--- config.mk ---
export PLATFORM = sky130hd
export DESIGN_NAME = ibus_prefetch
export DESIGN_NICKNAME = d
export VERILOG_FILES = /design/src/rtl/riscv_pkg.sv /design/src/rtl/ibus_prefetch_fifo.sv /design/src/rtl/ibus_prefetch.sv
export SDC_FILE = /design/constraint.sdc
export NUM_CORES = 1
export LEC_CHECK = 0
export CAP_MARGIN = 0
export CORE_ASPECT_RATIO = 0.8
export CORE_MARGIN = 5
export CORE_UTILIZATION = 53
export CTS_BUF_LIST = sky130_fd_sc_hd__clkbuf_8
export CTS_CLUSTER_SIZE = 40
export DETAILED_ROUTE_END_ITERATION = 8
export PLACE_DENSITY = 0.86
export SLEW_MARGIN = 20
export SYNTH_ARGS = -nofsm -noshare
export SYNTH_HDL_FRONTEND = slang
export SYNTH_SLANG_ARGS = --single-unit
--- constraint.sdc ---
create_clock -name clk -period 3.7 [get_ports clk]
set_input_delay 0.555 -clock clk [delete_from_list [all_inputs] [get_ports clk]]
set_output_delay 0.555 -clock clk [all_outputs]
set_load 0.02 [all_outputs]
--- src/rtl/riscv_pkg.sv ---
// Shared types for the instruction-fetch path.
//   ibus_entry_t : one buffered instruction word plus its bus error flag
//   INSTR_BYTES  : pc increment between sequential instruction words
package riscv_pkg;

    localparam int INSTR_BYTES = 4;

    typedef struct packed {
        logic        err;
        logic [31:0] data;
    } ibus_entry_t;

endpackage

--- src/rtl/ibus_prefetch_fifo.sv ---
// Synchronous FIFO holding prefetched instruction words.
//   clk, rstf     : clock, asynchronous active-low reset
//   clear         : empties the FIFO; takes priority over push/pop
//   push, push_entry : write one entry at the tail
//   pop           : drop the head entry
//   head_entry    : current head (combinational, valid when count != 0)
//   count         : number of valid entries, 0..DEPTH
module ibus_prefetch_fifo
    import riscv_pkg::*;
#(
    parameter int DEPTH = 4
) (
    input  logic                         clk,
    input  logic                         rstf,
    input  logic                         clear,
    input  logic                         push,
    input  ibus_entry_t                  push_entry,
    input  logic                         pop,
    output ibus_entry_t                  head_entry,
    output logic [$clog2(DEPTH+1)-1:0]   count
);

    localparam int AW = $clog2(DEPTH);

    ibus_entry_t   mem [DEPTH];
    logic [AW-1:0] wr_ptr;
    logic [AW-1:0] rd_ptr;

    // DEPTH is a power of two, so the pointers wrap naturally.
    always_ff @(posedge clk or negedge rstf) begin
        if (!rstf) begin
            wr_ptr <= '0;
            rd_ptr <= '0;
            count  <= '0;
        end else if (clear) begin
            wr_ptr <= '0;
            rd_ptr <= '0;
            count  <= '0;
        end else begin
            if (push) wr_ptr <= wr_ptr + 1'b1;
            if (pop)  rd_ptr <= rd_ptr + 1'b1;
            case ({push, pop})
                2'b10:   count <= count + 1'b1;
                2'b01:   count <= count - 1'b1;
                default: count <= count;
            endcase
        end
    end

    // Storage needs no reset; count gates every read of it.
    always_ff @(posedge clk) begin
        if (push && !clear) mem[wr_ptr] <= push_entry;
    end

    assign head_entry = mem[rd_ptr];

endmodule

--- src/rtl/ibus_prefetch.sv ---
// Instruction prefetch buffer in front of the core's instruction bus.
// Answers core fetches that match the sequential stream combinationally
// from a FIFO and keeps up to DEPTH sequential reads in flight on an
// in-order pipelined memory port. A fetch to any other pc flushes the
// buffer, marks in-flight reads as stale and restarts at the new pc.
//   clk, rstf              : clock, asynchronous active-low reset
//   iBus_cmd_valid/_pc     : core fetch request
//   iBus_cmd_ready         : request hit this cycle
//   iBus_rsp_ready/_err/_instr : same-cycle response for a hit
//   mem_cmd_valid/_ready/_addr : read request to memory
//   mem_rsp_valid/_data/_err   : in-order read response
module ibus_prefetch
    import riscv_pkg::*;
#(
    parameter int          DEPTH    = 4,
    parameter logic [31:0] RESET_PC = 32'h0
) (
    input  logic        clk,
    input  logic        rstf,
    input  logic        iBus_cmd_valid,
    input  logic [31:0] iBus_cmd_payload_pc,
    output logic        iBus_cmd_ready,
    output logic        iBus_rsp_ready,
    output logic        iBus_rsp_err,
    output logic [31:0] iBus_rsp_instr,
    output logic        mem_cmd_valid,
    input  logic        mem_cmd_ready,
    output logic [31:0] mem_cmd_addr,
    input  logic        mem_rsp_valid,
    input  logic [31:0] mem_rsp_data,
    input  logic        mem_rsp_err
);

    localparam int          CW      = $clog2(DEPTH + 1);
    localparam logic [CW:0] DEPTH_C = (CW + 1)'(DEPTH);
    localparam logic [31:0] STEP    = 32'(INSTR_BYTES);

    logic          run_q;
    logic [31:0]   fetch_pc;
    logic [31:0]   head_pc;
    logic [CW-1:0] outstanding;
    logic [CW-1:0] outstanding_nxt;
    logic [CW-1:0] drop_cnt;
    logic [CW-1:0] drop_cnt_nxt;
    logic [CW-1:0] fifo_count;
    ibus_entry_t   head_entry;
    ibus_entry_t   rsp_entry;

    logic pc_match, hit, miss, credit_ok, accept, drop, push;

    assign pc_match = (iBus_cmd_payload_pc == head_pc);
    assign hit      = iBus_cmd_valid && pc_match && (fifo_count != '0);
    assign miss     = iBus_cmd_valid && !pc_match;

    // Credit covers buffered words plus every read still in flight,
    // including stale ones awaiting drop, so the FIFO can never overflow.
    assign credit_ok = ({1'b0, fifo_count} + {1'b0, outstanding}) < DEPTH_C;

    // run_q holds off the first request until the cycle after reset release,
    // which also keeps mem_cmd_valid low throughout reset.
    assign mem_cmd_valid = run_q && credit_ok && !miss;
    assign mem_cmd_addr  = fetch_pc;
    assign accept        = mem_cmd_valid && mem_cmd_ready;

    // A response in the redirect cycle belongs to the old stream.
    assign drop = mem_rsp_valid && (miss || (drop_cnt != '0));
    assign push = mem_rsp_valid && !drop;

    always_comb begin
        outstanding_nxt = outstanding;
        if (accept) outstanding_nxt = outstanding_nxt + 1'b1;
        // Saturate so a response left over from before reset cannot wrap.
        if (mem_rsp_valid && outstanding_nxt != '0)
            outstanding_nxt = outstanding_nxt - 1'b1;
    end

    // Stale reads stay counted in outstanding until they return, so on a
    // redirect the reads still in flight after this cycle are exactly the
    // ones to discard, earlier pending drops included.
    always_comb begin
        drop_cnt_nxt = drop_cnt;
        if (miss)      drop_cnt_nxt = outstanding_nxt;
        else if (drop) drop_cnt_nxt = drop_cnt - 1'b1;
    end

    always_ff @(posedge clk or negedge rstf) begin
        if (!rstf) begin
            run_q       <= 1'b0;
            fetch_pc    <= RESET_PC;
            head_pc     <= RESET_PC;
            outstanding <= '0;
            drop_cnt    <= '0;
        end else begin
            run_q       <= 1'b1;
            outstanding <= outstanding_nxt;
            drop_cnt    <= drop_cnt_nxt;
            if (miss) begin
                fetch_pc <= iBus_cmd_payload_pc;
                head_pc  <= iBus_cmd_payload_pc;
            end else begin
                if (accept) fetch_pc <= fetch_pc + STEP;
                if (hit)    head_pc  <= head_pc + STEP;
            end
        end
    end

    assign rsp_entry = '{err: mem_rsp_err, data: mem_rsp_data};

    ibus_prefetch_fifo #(.DEPTH(DEPTH)) u_fifo (
        .clk        (clk),
        .rstf       (rstf),
        .clear      (miss),
        .push       (push),
        .push_entry (rsp_entry),
        .pop        (hit),
        .head_entry (head_entry),
        .count      (fifo_count)
    );

    assign iBus_cmd_ready = hit;
    assign iBus_rsp_ready = hit;
    assign iBus_rsp_instr = hit ? head_entry.data : 32'h0;
    assign iBus_rsp_err   = hit && head_entry.err;

endmodule

==> metrics, run 1 <==
RSZ-0062 raised after global routing=no; Cell Pwr Density=440.7 mW/mm2; Switching Power=0.001445 W; Core Util, Final=between 60% and 70%; CTS clock-pin slew for the worst setup and hold paths=approximately 0.060 ns; Root Driver=clkbuf_8; CTS Sinks=208; Setup-failing EPs final=0; final wirelength=23370 um; Hold Fails Final Rpt=0; ys async rst share=36.54%; Worst-Skew Late Latency=between 0.5 and 0.6 ns; EDFF count, synth=132; final net count=990; Syn Nets=836; Tmin final=3.662 ns; Final period util=roughly 99%; sequential cell area=0.005867 mm2; Worst Path Arrival=approximately 3.1 ns; Worst setup SP type=input pin; footprint of the multi-input gates=0.003731 mm2; H-tree lvl count=2; Area contributors post-synth=edfxtp_1 41%, dfrtp_1 19%, mux4_2 7.6%, xor2_1 3.8%, nand3_1 3.2%; CTS buffer count=34; crit path max fanout=23; number of gates resized after CTS=0; sequential fraction of the synthesis area=59.94%; Post-CTS Hold Buffers=0; worst slew pin tran=0.7374 ns; largest net degree at the start of global routing=77; DP HPWL=16020 um; Tot Pwr=0.005388 W; Die X-Extent=161.9 um; Critical Path RT=between 3 and 4 ns; initial drt markers=about 570; per-cell routed wire length=20.13 um; Clock Skew=0.03035 ns; total grt overflow=0; number of global-route vias before repair=6909; Slew Viols, Final=0; reg-to-reg slack, setup=0.49 ns; Worst Hold Class=in -> async; layout cell share with drive strength beyond 1=around 14%; ys flop type=edfxtp_1; initial antenna violation count=0; Post-route DRC=0; mean area per synthesized cell=around 13 um2; Clock power frac=34.8%; Global Route Usage Sum=21.82%; area grow syn2layout=24.95%; Yosys top cell area share=approximately two fifths; I/O pins=138; CTS tree=built; VDD IR max=around 360 uV; post-route antenna net violation count=0; Pint=0.003944 W; most frequent cell after synthesis=edfxtp_1; Post-Syn Area=0.009786 mm2; diodes inserted=0; Ys Warns=0; Fin Setup TNS=0 ns; Max-slew headroom=around 51%; Synth cell types=58; Core ar.=0.01817 mm2; Comb pwr share=roughly 14%; FILL cells=1267; number of port buffers=about 140; # rows=44; critical path endpoint category=output pin; setup bufs post-CTS=0; Max Cap Viol=0; vias per cell=5.876; Setup CP Type=in -> out; Initial Util=approximately 54%; DR pass1 iterations=5; Max Fclk=roughly 0.27 GHz; FF+latch count, synth=between 200 and 250; LEAKAGE=4.367 nW; placer congestion estimate=between 0.9 and 1; cell count after synthesis=~750; CTS Buffer Depth=3; wire length of the first global-routing pass=around 37000 um; Die Height=131.5 um; Switching Fraction=26.81%; synth cell count leaders=132 x edfxtp_1, 76 x dfrtp_1, 63 x nand2_1, 63 x nand3_1, 42 x xor2_1; status=completed; Seq pwr share=51.1%; via count of the routed design=6822; biggest area consumer among synthesized cells=edfxtp_1; die footprint=0.02130 mm2
layer usage:
| layer | track usage, % | part of all wire (%) |
|---|---|---|
| met1 | 30.87 | 41 |
| met3 | 5.604 | 9.0 |
| met4 | 6.952 | 2.6 |
| met2 | 33.50 | 47 |
| met5 | 0 | 0 |
placed cells by master (no fill, tap or decap), types with 33 or more instances in the layout:
master	instances
clkbuf_8	39
clkdlybuf4s50_1	133
dfrtp_1	75
edfxtp_1	132
mux4_2	33
nand2_1	63
nand3_1	62
nor2b_1	34
o21ai_0	36
xor2_1	42
flip-flops by register name, summed over array words and instances, names as in the netlist:
signal / flops
u_fifo.mem: 132
head_pc: 31
mem_cmd_addr: 31
drop_cnt: 3
outstanding: 3
u_fifo.count: 3
u_fifo.rd_ptr: 2
u_fifo.wr_ptr: 2
run_q: 1
layout make-up:
class	instances	share of cell area, %
clock buffer	39	4.390
clock inverter	22	0.9108
inverter	12	0.3684
multi-input combinational	489	30.52
sequential	208	47.98
tap	230	2.354
timing repair buffer	161	13.48
through the flow:
step | setup slack (ns) | area (um2) | std cells | hold slack (ns)
after detailed placement | 0.009167 | 11540 | 1100 | 0.5433
after floorplan | 0.6195 | 9786 | 752 | 0.2594
after global routing | 0.001373 | 12230 | 1161 | 0.1115
after global placement | 0.05912 | 11540 | 1100 | 0.5372
final | 0.03838 | 12230 | 1161 | 0.06934
after CTS | 0.03204 | 12180 | 1161 | 0.2312
power groups by stage:
stage,clock (W),sequential (W),combinational [W]
global route,0.00203,0.00277,0.000837
detailed placement,0,0.00279,0.000742
finish,0.00188,0.00275,0.000760
global placement,0,0.00279,0.000712
CTS,0.00192,0.00275,0.000752
floorplan,0,0.00279,0.000402
critical path, cell delays in order:
cell	delay, ns
clkdlybuf4s50_1	0.45
xor2_1	0.18
nor4_1	0.47
and4_1	0.30
nand3_2	0.14
buf_12	0.19
nor2b_1	0.16
clkdlybuf4s50_1	0.64
cells by family (layout without fill, tap and decap cells):
group | after synthesis | after routing | synth area share [%]
AOI/OAI and AO/OA | 81 | 81 | 5.344
xor gates and xnor gates | 69 | 69 | 6.176
adders and majority gates | 14 | 14 | 1.867
buffers and inverters | 55 | 234 | 2.455
DFF | 208 | 208 | 59.94
muxes | 40 | 40 | 8.362
other | 1 | 1 | 0.03832
and+or+nand+nor | 284 | 284 | 15.82
path summary, 6_finish.rpt:
check / start / to / cells past startpoint
worst max-delay path: iBus_cmd_payload_pc[21] / iBus_rsp_instr[24] / 8
worst max register to register: head_pc[13] / drop_cnt[2] / 14
worst min register to register: mem_cmd_addr[1] / mem_cmd_addr[1] / 1
min in group clk: mem_cmd_addr[1] / mem_cmd_addr[1] / 1
worst min-delay path: rstf / mem_cmd_addr[22] / 1
max in group asynchronous: rstf / u_fifo.rd_ptr[0] / 1
No activity file was read; power rests on OpenSTA's default activity.
==> run 2, diff against run 1 <==
--- a/config.mk
+++ b/config.mk
@@ -5,11 +5,11 @@
 export SDC_FILE = /design/constraint.sdc
 export NUM_CORES = 1
 export LEC_CHECK = 0
-export CAP_MARGIN = 0
+export CAP_MARGIN = 20
 export CORE_ASPECT_RATIO = 0.8
 export CORE_MARGIN = 5
 export CORE_UTILIZATION = 53
-export CTS_BUF_LIST = sky130_fd_sc_hd__clkbuf_8
+export CTS_BUF_LIST = sky130_fd_sc_hd__clkbuf_4
 export CTS_CLUSTER_SIZE = 40
 export DETAILED_ROUTE_END_ITERATION = 8
 export PLACE_DENSITY = 0.86
==> metrics, run 2 (synthesis gave the netlist of run 1 again) <==
status=completed; Root Driver=clkbuf_4; Worst-Skew Late Latency=around 0.63 ns; most common cell after layout, fill and taps aside=edfxtp_1; Worst Hold Class=in -> async; VDD IR max=319.2 uV; Slew Viols, Final=0; Die X-Extent=~160 um; Hold Fails Final Rpt=0; FILL cells=~1.3k; Post-Layout Cell Count=1195; Clock Skew=0.02031 ns; vias per cell=between 5 and 6; crit path max fanout=8; I/O pins=138; Fin Setup TNS=0 ns; Die Height=131.5 um; per-cell routed wire length=19.93 um; Cell Pwr Density=437.7 mW/mm2; max FFs per register=approximately 130; post-route antenna net violation count=0; Max Cap Viol=0; critical path endpoint category=output pin; final wirelength=approximately 24000 um; reg2reg path depth=14; reg-to-reg slack, setup=between 0.5 and 0.6 ns; CTS clock-pin slew for the worst setup and hold paths=0.06 ns; area grow syn2layout=25.75%; # rows=44; most frequent cells in the layout=132 x edfxtp_1, 101 x clkdlybuf4s50_1, 80 x clkbuf_4, 75 x dfrtp_1, 63 x nand2_1; DP HPWL=16020 um; Setup-failing EPs final=0; layout cell share with drive strength beyond 1=17.01%; LEAKAGE=between 4 and 5 nW; total grt overflow=0; Post-route DRC=0; Core ar.=roughly 0.018 mm2; CTS Buffer Depth=3; RSZ-0062 raised after global routing=no; CTS tree=built; worst slew pin tran=0.7456 ns; Setup CP Type=reg -> out; largest net degree at the start of global routing=77; setup bufs post-CTS=0; die footprint=~0.021 mm2; CTS buffer count=51; wire length of the first global-routing pass=between 30000 and 40000 um; final net count=1008; initial drt markers=552; initial antenna violation count=1; Max-slew headroom=50.29%; Biggest register=u_fifo.mem; Worst setup startpoint=head_pc[13]; Worst Path Arrival=3.01 ns; placer congestion estimate=between 0.9 and 1; via count of the routed design=6953; Global Route Usage Sum=22.21%; Initial Util=between 50% and 60%; number of global-route vias before repair=7043; number of port buffers=137; placed cell count=1100; Reg-to-Reg Start=head_pc[13]; DR pass1 iterations=6; Max Fclk=0.2807 GHz; CTS Sinks=208; Tmin final=3.563 ns; Worst setup SP type=flip-flop; Final period util=96.30%; Critical Path RT=3.14 ns; H-tree lvl count=2
run 2: changes by cell type in the layout (fill, tap and decap cells not counted), sizes merged:
cell           previous run  this run
clkbuf                   39        80
clkdlybuf4s50           133       101
clkinv                   10        12
diode                     0         1
dlygate4sd2               0         5
dlygate4sd3               0         1
dlymetal6s2s              3        30
inv                      23        12
run 2: through the flow:
step	power [W]	util, %	hold slack [ns]	worst slack (ns)	cell area, um2
after global routing	0.005677	67.73	0.4959	0.03711	12310
after detailed placement	0.003536	63.50	0.5433	0.009167	11540
after CTS	0.005433	67.09	0.07994	0.002353	12190
after floorplan	0.003194	-	0.2594	0.6195	9786
after global placement	0.003499	63.50	0.5372	0.05912	11540
final	0.005386	67.73	0.5337	0.1369	12310
run 2: layout make-up:
type | instances | area, um2 | area share (%)
tap | 230 | 287.8 | 2.339
multi-input combinational | 489 | 3725 | 30.27
sequential | 208 | 5867 | 47.68
clock inverter | 13 | 58.81 | 0.4779
clock buffer | 80 | 600.6 | 4.881
inverter | 12 | 45.04 | 0.3660
antenna | 1 | 2.502 | 0.02034
timing repair buffer | 162 | 1719 | 13.97
run 2: power by group:
part | internal [W] | switching [W] | leakage, nW | total (W)
combinational | 0.000357 | 0.000398 | 2.42 | 0.000755
clock | 0.000984 | 0.000897 | 0.392 | 0.00188
sequential | 0.00261 | 0.000144 | 2.11 | 0.00275
run 2: final timing paths:
| check | end |
|---|---|
| setup / recovery | mem_cmd_valid |
| hold / removal | mem_cmd_addr[22] |
| setup reg to reg | drop_cnt[2] |
| hold reg to reg | mem_cmd_addr[1] |
| max in group asynchronous | mem_cmd_addr[17] |
| min in group clk | mem_cmd_addr[1] |
run 2: repair_timing:
| item | in CTS | in global routing |
|---|---|---|
| hold endpoints to repair | 0 | 8 |
| resized for setup | 5 | 34 |
| setup endpoints to repair | 5 | 31 |
| hold buffers | 0 | 1 |
| cloned | 0 | 0 |
run 2: per-layer routing:
layer  up-vias  wire length (um)  global-route usage (%)  part of all wire (%)
met3        45              1988                   6.199                   8.3
li1       3200                 -                       -                     -
met2       309             11210                   34.18                    47
met5         -                 0                       0                     0
met4         0               497                   6.623                   2.1
met1      3399             10130                   31.23                    43
run 2: critical path, cell delays in order, from the launching register on:
cell and delay (ns):
dfrtp_1 0.48, xor2_1 0.20, nor4_1 0.37, nand4_1 0.28
o21ai_4 0.23, and3_1 0.22, clkdlybuf4s50_1 0.61
==> run 3, diff against run 2 <==
--- a/config.mk
+++ b/config.mk
@@ -12,6 +12,7 @@
 export CTS_BUF_LIST = sky130_fd_sc_hd__clkbuf_4
 export CTS_CLUSTER_SIZE = 40
 export DETAILED_ROUTE_END_ITERATION = 8
+export GPL_TIMING_DRIVEN = 0
 export PLACE_DENSITY = 0.86
 export SLEW_MARGIN = 20
 export SYNTH_ARGS = -nofsm -noshare
==> metrics, run 3 (synthesis gave the netlist of run 1 again) <==
status=completed; Critical path buffers and inverters=5; total grt overflow=0; CP max stage cell=clkdlybuf4s50_1; layout cell share with drive strength beyond 1=about a fifth; critical path endpoint category=output pin; CTS tree=built; placed cell count=1124; DP HPWL=17150 um; Post-route DRC=0; number of global-route vias before repair=7118; Biggest register=u_fifo.mem; die footprint=0.02130 mm2; VDD IR max=334.1 uV; worst slack, placed=-0.8344 ns; Worst Hold Class=in -> async; Die Height=131.5 um; CTS buffer count=around 50; area grow syn2layout=25.23%; wire length of the first global-routing pass=38420 um; Max-slew headroom=53.50%; initial antenna violation count=1; post-route setup slack=0.1131 ns; CP delay by family, top=buffers and inverters; Global Route Usage Sum=22.79%; Setup-failing EPs final=0; I/O pins=138; max FFs per register=132; Worst Path Arrival=just over 3 ns; DR pass1 iterations=6; Tmin final=between 3 and 4 ns; number of port buffers=~140; H-tree lvl count=2; post-route antenna net violation count=0; CTS Buffer Depth=3; Most common cell on crit path=clkbuf_4; Fin Hold WS=0.3608 ns; largest net degree at the start of global routing=47; Worst-Skew Late Latency=between 0.6 and 0.7 ns; reg2reg path depth=14; Die X-Extent=around 160 um; final net count=approximately 1.0k; critical-path cell list=clkdlybuf4s50_1, xor2_1, nor4_2, and4_1, clkbuf_4, nand3_1, buf_6, clkbuf_4, nor2b_1, clkdlybuf4s15_1; Slew Viols, Final=0; Core ar.=approximately 0.018 mm2; # rows=44; LEAKAGE=~4.5 nW; Post-Layout Cell Count=around 1.2k; placer congestion estimate=0.9283; via count of the routed design=7049; worst reg2reg endpoint=drop_cnt[2]; final wirelength=around 24000 um; Reg-to-Reg Start=head_pc[22]; CTS Sinks=208; Initial Util=between 50% and 60%; Max Fclk=between 0.2 and 0.3 GHz; vias per cell=5.773; Final period util=96.94%; most frequent cells in the layout=132 x edfxtp_1, 100 x clkdlybuf4s50_1, 81 x clkbuf_4, 74 x dfrtp_1; initial drt markers=around 660; Clock Skew=0.04683 ns; reg-to-reg slack, setup=0.42 ns; crit path max fanout=10; slowest stage delay, CP=0.53 ns; CTS clock-pin slew for the worst setup and hold paths=0.08 ns; worst slew pin tran=0.6922 ns; Hold Fails Final Rpt=0; Worst setup SP type=input pin; Tot Pwr=around 0.0054 W; most common cell after layout, fill and taps aside=edfxtp_1; Cell Pwr Density=438.6 mW/mm2; Setup CP Type=in -> out; Root Driver=clkbuf_4; per-cell routed wire length=19.73 um; Max Cap Viol=0; Critical Path RT=around 3.1 ns
[run 3: worst max-delay path by stage]
stage	start	end	slack, ns	depth (start not counted)
final	iBus_cmd_payload_pc[22]	iBus_rsp_instr[18]	0.11	10
after global placement	iBus_cmd_payload_pc[5]	u_fifo.mem[1][21]	-1.25	7
after global routing	head_pc[22]	iBus_rsp_instr[18]	-0.02	9
after detailed placement	iBus_cmd_payload_pc[5]	mem_cmd_valid	-0.83	8
after CTS	head_pc[8]	iBus_rsp_instr[26]	0.02	10
after floorplan	iBus_cmd_payload_pc[22]	drop_cnt[2]	0.62	14
[run 3: report_power, final]
| group | switching, W | internal, W | total (W) |
|---|---|---|---|
| registers | 0.000132 | 0.00261 | 0.00274 |
| logic | 0.000405 | 0.000360 | 0.000766 |
| clock network | 0.000920 | 0.000950 | 0.00187 |
[run 3: timing repair]
item                                   CTS  global route
resized for setup                       93            34
setup buffers                            3             0
hold buffers                             1             0
endpoints found under the hold margin   30             0
pin swaps                                4             3
cloned                                   0             0
setup endpoints to repair               36            33
[run 3: area by class of cell]
type	count	area, um2
clock buffer	76	570.5
multi-input combinational	489	3751
inverter	12	45.04
fill	1312	5913
sequential	208	5868
antenna	1	2.502
tap	230	287.8
timing repair buffer	146	1420
buffer	42	229.0
clock inverter	17	80.08
[run 3: metrics by stage]
step / setup TNS (ns) / cell area (um2) / util [%]
2_1_floorplan: 0 / 9786 / -
3_3_place_gp: -232.95 / 11440 / 63.00
3_5_place_dp: -64.79 / 11550 / 63.60
4_1_cts: 0 / 12300 / 67.73
5_1_grt: -0.03237 / 12250 / 67.45
6_report: 0 / 12250 / 67.45
[run 3: per-layer routing]
metal / track usage [%] / up-vias / share of wire, % / routed length (um)
li1: - / 3261 / - / -
met1: 32.70 / 3416 / 42 / 10090
met2: 34.20 / 318 / 47 / 11220
met3: 5.792 / 54 / 9.1 / 2188
met4: 7.938 / 0 / 2.5 / 603
met5: 0 / - / 0 / 0
